$ cat config.mk
export PLATFORM = sky130hd
export DESIGN_NAME = heartbeat_monitor_flat
export DESIGN_NICKNAME = d
export VERILOG_FILES = /design/src/rtl/heartbeat_monitor_if.sv /design/src/rtl/heartbeat_monitor.sv /design/src/flat_wrapper.sv
export SDC_FILE = /design/constraint.sdc
export NUM_CORES = 1
export LEC_CHECK = 0
export BUFFER_PORTS_ARGS = -buffer_cell sky130_fd_sc_hd__buf_2
export CAP_MARGIN = 25
export CORE_MARGIN = 4
export CORE_UTILIZATION = 55
export CTS_CLUSTER_SIZE = 10
export DETAILED_ROUTE_END_ITERATION = 16
export HOLD_SLACK_MARGIN = 0.02
export PLACE_DENSITY = 0.85
export SETUP_SLACK_MARGIN = 0.5
export SYNTH_ARGS = -nofsm -noshare
export SYNTH_HDL_FRONTEND = slang
export SYNTH_SLANG_ARGS = --single-unit
$ cat constraint.sdc
create_clock -name clk -period 6.1 [get_ports clk]
set_input_delay 0.915 -clock clk [delete_from_list [all_inputs] [get_ports clk]]
set_output_delay 0.915 -clock clk [all_outputs]
set_load 0.01 [all_outputs]
$ cat src/rtl/heartbeat_monitor_if.sv
// Heartbeat supervisor signal bundle: raw PWM heartbeat in, qualified health and
// period-measurement results out. The monitor uses the slave modport; whoever drives
// the heartbeat and consumes the results uses master.
interface heartbeat_monitor_if #(
  parameter int unsigned CNT_W = 24
) ();

  logic             pwm;
  logic             io;
  logic             dead;
  logic [1:0]       state;
  logic             rise;
  logic [CNT_W-1:0] period;
  logic             period_vld;
  logic             timeout;

  modport master (
    output pwm,
    input  io,
    input  dead,
    input  state,
    input  rise,
    input  period,
    input  period_vld,
    input  timeout
  );

  modport slave (
    input  pwm,
    output io,
    output dead,
    output state,
    output rise,
    output period,
    output period_vld,
    output timeout
  );

endinterface

$ cat src/rtl/heartbeat_monitor.sv
// Per-CPU heartbeat supervisor.
// Synchronizes the asynchronous PWM heartbeat, optionally glitch-filters it, measures the
// rising-edge period and runs a hysteretic UNKNOWN/ALIVE/DEAD machine that drives io.
// Optional feature: define HB_GLITCH_FILTER_EN to compile in the FILT_LEN stability filter.
module heartbeat_monitor #(
  parameter int unsigned CNT_W      = 24,
  parameter int unsigned MIN_PERIOD = 40000,
  parameter int unsigned MAX_PERIOD = 60000,
  parameter int unsigned GOOD_N     = 3,
  parameter int unsigned BAD_N      = 2,
  parameter int unsigned FILT_LEN   = 4
) (
  input logic                clk,
  input logic                rst_n,
  heartbeat_monitor_if.slave hb
);

  typedef enum logic [1:0] {
    StUnknown = 2'b00,
    StAlive   = 2'b01,
    StDead    = 2'b10
  } state_e;

  localparam int unsigned GoodW = $clog2(GOOD_N + 1);
  localparam int unsigned BadW  = $clog2(BAD_N + 1);

  localparam logic [CNT_W-1:0] CntSat = '1;
  localparam logic [CNT_W-1:0] CntMin = CNT_W'(MIN_PERIOD);
  localparam logic [CNT_W-1:0] CntTo  = CNT_W'(MAX_PERIOD);
  localparam logic [GoodW-1:0] GoodLast = GoodW'(GOOD_N - 1);
  localparam logic [BadW-1:0]  BadLast  = BadW'(BAD_N - 1);

  // ---------------------------------------------------------------------------
  // Input path: 2-FF synchronizer, optional filter, registered edge detect
  // ---------------------------------------------------------------------------
  logic sync1_q, sync1_d;
  logic sync2_q, sync2_d;
  logic filt_q, filt_d;
  logic lvl_q, lvl_d;
  logic rise_q, rise_d;

  // Synchronizer next state.
  always_comb begin
    sync1_d = hb.pwm;
    sync2_d = sync1_q;
  end

  // Synchronizer flops.
  always_ff @(posedge clk or negedge rst_n) begin
    if (!rst_n) begin
      sync1_q <= 1'b0;
      sync2_q <= 1'b0;
    end else begin
      sync1_q <= sync1_d;
      sync2_q <= sync2_d;
    end
  end

`ifdef HB_GLITCH_FILTER_EN
  localparam int unsigned StabW = $clog2(FILT_LEN + 1);

  // hist_q is the previous synchronized sample; stab_q is how many consecutive cycles
  // it has held its value, capped at FILT_LEN.
  logic             hist_q, hist_d;
  logic [StabW-1:0] stab_q, stab_d;

  // Stability filter: adopt the sampled level only once it has held for FILT_LEN cycles.
  always_comb begin
    hist_d = sync2_q;
    stab_d = stab_q;
    if (sync2_q != hist_q) begin
      stab_d = StabW'(1);
    end else if (stab_q < StabW'(FILT_LEN)) begin
      stab_d = stab_q + StabW'(1);
    end
    filt_d = (stab_q >= StabW'(FILT_LEN)) ? hist_q : filt_q;
  end

  // Filter flops.
  always_ff @(posedge clk or negedge rst_n) begin
    if (!rst_n) begin
      hist_q <= 1'b0;
      stab_q <= '0;
    end else begin
      hist_q <= hist_d;
      stab_q <= stab_d;
    end
  end
`else
  logic unused_filt_len;
  assign unused_filt_len = FILT_LEN[0];

  // No filter: every synchronized transition is taken as-is.
  always_comb begin
    filt_d = sync2_q;
  end
`endif

  // Edge detect on the filtered level; rise is registered so it is glitch-free.
  always_comb begin
    lvl_d  = filt_q;
    rise_d = filt_q & ~lvl_q;
  end

  // Filtered level, delayed level and rise strobe flops.
  always_ff @(posedge clk or negedge rst_n) begin
    if (!rst_n) begin
      filt_q <= 1'b0;
      lvl_q  <= 1'b0;
      rise_q <= 1'b0;
    end else begin
      filt_q <= filt_d;
      lvl_q  <= lvl_d;
      rise_q <= rise_d;
    end
  end

  // ---------------------------------------------------------------------------
  // Period measurement and event classification
  // ---------------------------------------------------------------------------
  logic [CNT_W-1:0] cnt_q, cnt_d;
  logic [CNT_W-1:0] period_q, period_d;
  logic             have_ref_q, have_ref_d;
  logic             tmo;
  logic             vld;
  logic             in_range;
  logic             good_ev;
  logic             bad_ev;

  // Rise outranks the timeout condition; a timeout fires with or without a reference,
  // so a flat-lined input is caught straight out of reset.
  always_comb begin
    tmo      = ~rise_q & (cnt_q == CntTo);
    vld      = rise_q & have_ref_q;
    in_range = (cnt_q >= CntMin) && (cnt_q <= CntTo);
    good_ev  = vld & in_range;
    bad_ev   = (vld & ~in_range) | tmo;
  end

  // Counter, reference flag and held period next state.
  always_comb begin
    cnt_d      = cnt_q;
    have_ref_d = have_ref_q;
    period_d   = period_q;
    if (rise_q || tmo) begin
      cnt_d = CNT_W'(1);
    end else if (cnt_q != CntSat) begin
      cnt_d = cnt_q + CNT_W'(1);
    end
    if (tmo) begin
      have_ref_d = 1'b0;
    end else if (rise_q) begin
      have_ref_d = 1'b1;
    end
    if (vld) begin
      period_d = cnt_q;
    end
  end

  // Period measurement flops.
  always_ff @(posedge clk or negedge rst_n) begin
    if (!rst_n) begin
      cnt_q      <= CNT_W'(1);
      have_ref_q <= 1'b0;
      period_q   <= '0;
    end else begin
      cnt_q      <= cnt_d;
      have_ref_q <= have_ref_d;
      period_q   <= period_d;
    end
  end

  // ---------------------------------------------------------------------------
  // Hysteretic health state machine
  // ---------------------------------------------------------------------------
  state_e           state_q, state_d;
  logic [GoodW-1:0] good_cnt_q, good_cnt_d;
  logic [BadW-1:0]  bad_cnt_q, bad_cnt_d;

  // Event counting and transitions. Reaching a threshold always lands in the matching
  // state and clears both counters, which also covers the stay-in-state case.
  always_comb begin
    state_d    = state_q;
    good_cnt_d = good_cnt_q;
    bad_cnt_d  = bad_cnt_q;
    if (good_ev) begin
      bad_cnt_d = '0;
      if (good_cnt_q >= GoodLast) begin
        state_d    = StAlive;
        good_cnt_d = '0;
      end else begin
        good_cnt_d = good_cnt_q + GoodW'(1);
      end
    end else if (bad_ev) begin
      good_cnt_d = '0;
      if (bad_cnt_q >= BadLast) begin
        state_d   = StDead;
        bad_cnt_d = '0;
      end else begin
        bad_cnt_d = bad_cnt_q + BadW'(1);
      end
    end
  end

  // State machine flops.
  always_ff @(posedge clk or negedge rst_n) begin
    if (!rst_n) begin
      state_q    <= StUnknown;
      good_cnt_q <= '0;
      bad_cnt_q  <= '0;
    end else begin
      state_q    <= state_d;
      good_cnt_q <= good_cnt_d;
      bad_cnt_q  <= bad_cnt_d;
    end
  end

  // Outputs come straight from flops or flop-only logic, so reset clears them at once.
  // period shows the fresh measurement in the same cycle as period_vld.
  always_comb begin
    hb.io         = (state_q == StAlive);
    hb.dead       = (state_q == StDead);
    hb.state      = state_q;
    hb.rise       = rise_q;
    hb.period     = vld ? cnt_q : period_q;
    hb.period_vld = vld;
    hb.timeout    = tmo;
  end

endmodule

$ cat src/flat_wrapper.sv
// flat-port wrapper written by rule: the top's interface ports become plain ports
module heartbeat_monitor_flat 
#(
  parameter int unsigned CNT_W      = 24,
  parameter int unsigned MIN_PERIOD = 40000,
  parameter int unsigned MAX_PERIOD = 60000,
  parameter int unsigned GOOD_N     = 3,
  parameter int unsigned BAD_N      = 2,
  parameter int unsigned FILT_LEN   = 4
)
  (clk, rst_n, hb_pwm, hb_io, hb_dead, hb_state, hb_rise, hb_period, hb_period_vld, hb_timeout);
  heartbeat_monitor_if #(.CNT_W(CNT_W)) hb_i ();
  input logic clk;
  input logic rst_n;
  input wire logic [$bits(hb_i.pwm)-1:0] hb_pwm;
  output wire logic [$bits(hb_i.io)-1:0] hb_io;
  output wire logic [$bits(hb_i.dead)-1:0] hb_dead;
  output wire logic [$bits(hb_i.state)-1:0] hb_state;
  output wire logic [$bits(hb_i.rise)-1:0] hb_rise;
  output wire logic [$bits(hb_i.period)-1:0] hb_period;
  output wire logic [$bits(hb_i.period_vld)-1:0] hb_period_vld;
  output wire logic [$bits(hb_i.timeout)-1:0] hb_timeout;
  assign hb_i.pwm = hb_pwm;
  assign hb_io = hb_i.io;
  assign hb_dead = hb_i.dead;
  assign hb_state = hb_i.state;
  assign hb_rise = hb_i.rise;
  assign hb_period = hb_i.period;
  assign hb_period_vld = hb_i.period_vld;
  assign hb_timeout = hb_i.timeout;
  heartbeat_monitor #(.CNT_W(CNT_W), .MIN_PERIOD(MIN_PERIOD), .MAX_PERIOD(MAX_PERIOD), .GOOD_N(GOOD_N), .BAD_N(BAD_N), .FILT_LEN(FILT_LEN)) u_core (.clk(clk), .rst_n(rst_n), .hb(hb_i));
endmodule
==> impl_results.html <==
<table>
<tr><th>Metric</th><th>Value</th></tr>
<tr><th colspan="2">Placed design</th></tr>
<tr><td>Post-detail-place hpwl</td><td>4080 um</td></tr>
<tr><td>GPL Wtd Cong</td><td>0.844</td></tr>
<tr><td>Number of buffers added on ports</td><td>33</td></tr>
<tr><td>Worst-case setup slack after placement</td><td>3400 ps</td></tr>
<tr><th colspan="2">Logic synthesis</th></tr>
<tr><td>Flip-flop cell with the highest count after synthesis</td><td>sky130_fd_sc_hd__dfrtp_1</td></tr>
<tr><td>Cell types with the largest area share after synthesis</td><td>sky130_fd_sc_hd__dfrtp_1 (50%), sky130_fd_sc_hd__mux2_2 (7.6%), sky130_fd_sc_hd__nand2_1 (3.4%)</td></tr>
<tr><td>Sequential-to-total area share from yosys stat</td><td>0.505</td></tr>
<tr><td>Library cell occupying the most area in the post-synthesis netlist</td><td>sky130_fd_sc_hd__dfrtp_1</td></tr>
<tr><td>Number of warning messages in the yosys log</td><td>0</td></tr>
<tr><td>Synthesized Nets</td><td>279</td></tr>
<tr><td>Cells after synthesis</td><td>272</td></tr>
<tr><td>Syn avg cell area</td><td>10.9 um^2</td></tr>
<tr><td>Count of distinct cell types in the synthesized netlist</td><td>61</td></tr>
<tr><td>Post-synth ARST share</td><td>1.00</td></tr>
<tr><td>Post-Syn Area</td><td>2980 um^2</td></tr>
<tr><td>Number of enable flip-flop cells after synthesis</td><td>0</td></tr>
<tr><td>Count of state elements after synthesis</td><td>60</td></tr>
<tr><td>Top cell type's share of synthesized area</td><td>0.496</td></tr>
<tr><th colspan="2">STA</th></tr>
<tr><td>Unrepaired setup endpoints after global routing</td><td>false</td></tr>
<tr><td>Worst clock skew</td><td>4.85 ps</td></tr>
<tr><td>Achievable frequency</td><td>332 MHz</td></tr>
<tr><td>Worst setup margin</td><td>3090 ps</td></tr>
<tr><td>Count of final setup violators</td><td>0</td></tr>
<tr><td>Share of the cycle needed by the critical path after routing</td><td>0.494</td></tr>
<tr><td>Final count of pins violating max slew</td><td>0</td></tr>
<tr><td>Number of failing hold endpoints at the final stage</td><td>0</td></tr>
<tr><td>Setup TNS Final</td><td>0 ps</td></tr>
<tr><td>Final Critical Period</td><td>3010 ps</td></tr>
<tr><td>Transition time at the pin with the least slew margin</td><td>798 ps</td></tr>
<tr><td>Worst relative slew slack</td><td>0.465</td></tr>
<tr><th colspan="2">Clock network</th></tr>
<tr><td>Clock sink count</td><td>60</td></tr>
<tr><td>Clock slew seen by the registers of the worst setup and hold paths</td><td>60 ps</td></tr>
<tr><td>Number of CTS-inserted buffers</td><td>9</td></tr>
<tr><td>Cts hold-fix bufs</td><td>0</td></tr>
<tr><td>Post_cts resized</td><td>0</td></tr>
<tr><td>Clock insertion delay at the later pin of the skew report</td><td>330 ps</td></tr>
<tr><td>Clk buf depth</td><td>2</td></tr>
<tr><td>Number of levels the H-tree was split into</td><td>3</td></tr>
<tr><td>CTS root buffer</td><td>sky130_fd_sc_hd__clkbuf_8</td></tr>
<tr><td>Clock tree from TritonCTS</td><td>yes</td></tr>
<tr><td>Post-CTS setup buffer count</td><td>0</td></tr>
<tr><th colspan="2">Drt</th></tr>
<tr><td>Wire length per cell</td><td>15.4 um</td></tr>
<tr><td>Total number of vias</td><td>2183</td></tr>
<tr><td>Final wirelength</td><td>5790 um</td></tr>
<tr><td>Iteration count of the initial detailed-routing pass</td><td>4</td></tr>
<tr><td>Vias per inst</td><td>5.79</td></tr>
<tr><td>Number of DRC violations after detailed routing</td><td>0</td></tr>
<tr><td>Initial detailed-routing violation count</td><td>97</td></tr>
<tr><td>Antenna-violating nets left</td><td>0</td></tr>
<tr><th colspan="2">Floorplan</th></tr>
<tr><td>Core Area</td><td>5170 um^2</td></tr>
<tr><td>Site Rows</td><td>26</td></tr>
<tr><td>Die span in y</td><td>81.6 um</td></tr>
<tr><td>Horizontal die dimension</td><td>81.6 um</td></tr>
<tr><td>Initial core utilization</td><td>0.576</td></tr>
<tr><td>Full die area</td><td>6660 um^2</td></tr>
<tr><td>Top Ports</td><td>34</td></tr>
<tr><th colspan="2">Outcome</th></tr>
<tr><td>Result of the run</td><td>completed</td></tr>
<tr><th colspan="2">Final layout</th></tr>
<tr><td>Final-stage net count</td><td>309</td></tr>
<tr><td>Fraction of layout instances using a drive strength above 1</td><td>0.300</td></tr>
<tr><td>Post-layout utilization of the core</td><td>0.639</td></tr>
<tr><td>Area Overhead vs Synth</td><td>11.0%</td></tr>
<tr><td>Number of fill cells</td><td>434</td></tr>
<tr><td>Ant. Diodes</td><td>0</td></tr>
<tr><th colspan="2">Power</th></tr>
<tr><td>Maximum resistive drop on vdd</td><td>204 uV</td></tr>
<tr><td>Standby leakage power</td><td>1.55 nW</td></tr>
<tr><td>Final total power</td><td>0.000837 W</td></tr>
<tr><td>P per Cell Area</td><td>253 nW/um^2</td></tr>
<tr><th colspan="2">Global route</th></tr>
<tr><td>Initial antenna violation count</td><td>0</td></tr>
<tr><td>First-pass GRT wire length</td><td>10000 um</td></tr>
<tr><td>Grt total ovfl</td><td>0</td></tr>
<tr><td>Number of global-route vias before repair</td><td>2065</td></tr>
<tr><td>Global-route usage over all layers</td><td>0.201</td></tr>
<tr><td>Pin count of the biggest net entering global routing</td><td>61</td></tr>
<tr><th colspan="2">Min path</th></tr>
<tr><td>Beginning of the worst hold path</td><td>u_core.sync1_q</td></tr>
<tr><td>Hold crit path type</td><td>reg2reg</td></tr>
<tr><th colspan="2">Setup path</th></tr>
<tr><td>Nature of the critical path endpoint</td><td>output pin</td></tr>
<tr><td>Maximum fanout along the worst path</td><td>16</td></tr>
<tr><td>CP Launch Type</td><td>register</td></tr>
<tr><td>Worst setup path class</td><td>reg2out</td></tr>
<tr><td>Setup slack of the most critical reg-to-reg path</td><td>3720 ps</td></tr>
<tr><td>Worst Path Required</td><td>5180 ps</td></tr>
<tr><td>Critical Path AT</td><td>2100 ps</td></tr>
<tr><td>Critical Path Source</td><td>u_core.hb.rise</td></tr>
<tr><td>R2R Path Start</td><td>u_core.cnt_q[0]</td></tr>
<tr><th colspan="2">Run</th></tr>
<tr><td>Max Cap Violations</td><td>0</td></tr>
</table>
[cells in the mapped netlist (2+ instances only)]
library cell and n:
sky130_fd_sc_hd__or4_1 3, sky130_fd_sc_hd__and4_4 3, sky130_fd_sc_hd__buf_4 3, sky130_fd_sc_hd__dfrtp_1 59, sky130_fd_sc_hd__and4_1 2, sky130_fd_sc_hd__a21oi_1 18, sky130_fd_sc_hd__nand3_2 2, sky130_fd_sc_hd__nor2b_1 3
sky130_fd_sc_hd__nand4_1 4, sky130_fd_sc_hd__clkbuf_1 3, sky130_fd_sc_hd__nor2_1 18, sky130_fd_sc_hd__inv_1 9, sky130_fd_sc_hd__nor3_2 2, sky130_fd_sc_hd__o21ai_0 12, sky130_fd_sc_hd__buf_1 2, sky130_fd_sc_hd__ha_1 4
sky130_fd_sc_hd__xor2_1 2, sky130_fd_sc_hd__nor4_1 4, sky130_fd_sc_hd__mux2_2 20, sky130_fd_sc_hd__nand3_1 6, sky130_fd_sc_hd__nor3_1 5, sky130_fd_sc_hd__a211oi_1 4, sky130_fd_sc_hd__or2_2 2, sky130_fd_sc_hd__or3_1 7
sky130_fd_sc_hd__o31ai_1 2, sky130_fd_sc_hd__buf_6 3, sky130_fd_sc_hd__nor4b_1 2, sky130_fd_sc_hd__nand2_1 27, sky130_fd_sc_hd__xnor2_1 7, sky130_fd_sc_hd__buf_2 3
[cell usage in the layout (no fill, tap or decap), types with 2 or more instances in the layout]
| master | count |
|---|---|
| sky130_fd_sc_hd__xnor2_1 | 7 |
| sky130_fd_sc_hd__nor4b_1 | 2 |
| sky130_fd_sc_hd__inv_1 | 9 |
| sky130_fd_sc_hd__nor2_1 | 18 |
| sky130_fd_sc_hd__clkinv_2 | 4 |
| sky130_fd_sc_hd__nor4_1 | 4 |
| sky130_fd_sc_hd__a21oi_1 | 18 |
| sky130_fd_sc_hd__o31ai_1 | 2 |
| sky130_fd_sc_hd__nand2_1 | 27 |
| sky130_fd_sc_hd__mux2_2 | 20 |
| sky130_fd_sc_hd__or2_2 | 2 |
| sky130_fd_sc_hd__or3_1 | 7 |
| sky130_fd_sc_hd__ha_1 | 4 |
| sky130_fd_sc_hd__nor2b_1 | 3 |
| sky130_fd_sc_hd__o21ai_0 | 12 |
| sky130_fd_sc_hd__dfrtp_1 | 59 |
| sky130_fd_sc_hd__nand3_2 | 2 |
| sky130_fd_sc_hd__or4_1 | 3 |
| sky130_fd_sc_hd__buf_4 | 2 |
| sky130_fd_sc_hd__nor3_1 | 5 |
| sky130_fd_sc_hd__nand3_1 | 6 |
| sky130_fd_sc_hd__xor2_1 | 2 |
| sky130_fd_sc_hd__nand4_1 | 4 |
| sky130_fd_sc_hd__and4_1 | 2 |
| sky130_fd_sc_hd__and4_4 | 3 |
| sky130_fd_sc_hd__buf_2 | 33 |
| sky130_fd_sc_hd__a211oi_1 | 4 |
| sky130_fd_sc_hd__clkbuf_8 | 10 |
| sky130_fd_sc_hd__nor3_2 | 2 |
[through the flow]
stage          instance area (um^2)  cells  hold slack, ps
2_1_floorplan                  2980    272             331
3_3_place_gp                   3140    361             333
3_5_place_dp                   3140    361             340
4_1_cts                        3310    377             357
5_1_grt                        3310    377             371
6_report                       3310    377             351
[worst max-delay path: stages (launching register included)]
cell and delay (ps):
sky130_fd_sc_hd__dfrtp_1 430, sky130_fd_sc_hd__nand2_1 460, sky130_fd_sc_hd__buf_4 360, sky130_fd_sc_hd__mux2_2 380, sky130_fd_sc_hd__buf_2 140
[area by class of cell]
cell class | count | area (um^2) | share of cell area
timing repair buffer | 35 | 180 | 0.0545
tap | 70 | 87.6 | 0.0265
clock inverter | 5 | 27.5 | 0.00833
clock buffer | 11 | 141 | 0.0428
sequential | 60 | 1500 | 0.455
multi-input combinational | 187 | 1330 | 0.403
inverter | 9 | 33.8 | 0.0102
[logic make-up after synthesis]
kind of cell,Yosys count,synth area share
muxes,21,0.0790
xor gates and xnor gates,9,0.0265
and+or+nand+nor,101,0.201
DFF,60,0.505
buffers and inverters,25,0.0479
AOI/OAI and AO/OA,52,0.124
adders and majority gates,4,0.0168
[flip-flops by register name (all words and copies together), names as in the netlist]
| signal | count |
|---|---|
| u_core.hb.rise | 1 |
| u_core.filt_d | 1 |
| u_core.sync1_q | 1 |
| u_core.have_ref_q | 1 |
| u_core.good_cnt_q | 2 |
| u_core.cnt_q | 24 |
| u_core.bad_cnt_q | 2 |
| u_core.period_q | 24 |
| u_core.hb.state | 2 |
| u_core.lvl_q | 1 |
| u_core.filt_q | 1 |
[routing by layer]
| metal | vias up | share of wire | GRT usage | wire (um) |
|---|---|---|---|---|
| met4 | 0 | 0.023 | 0.0764 | 131 |
| met5 | - | 0 | 0 | 0 |
| li1 | 1030 | - | - | - |
| met2 | 80 | 0.47 | 0.298 | 2700 |
| met3 | 15 | 0.068 | 0.0713 | 395 |
| met1 | 1058 | 0.44 | 0.270 | 2570 |
[path summary, 6_finish.rpt]
kind | end | depth (start not counted)
worst max-delay path | hb_period[14] | 4
worst min-delay path | u_core.filt_d | 0
worst max register to register | u_core.cnt_q[20] | 6
worst min register to register | u_core.filt_d | 0
max in group asynchronous | u_core.period_q[22] | 2
min in group asynchronous | u_core.hb.state[0] | 2
[report_power, final]
group	internal (W)	switching (W)	total (W)
clock	0.000155	0.000144	0.000300
sequential	0.000424	0.0000203	0.000444
combinational	0.0000389	0.0000549	0.0000938
(Power assumes the default switching activity.)
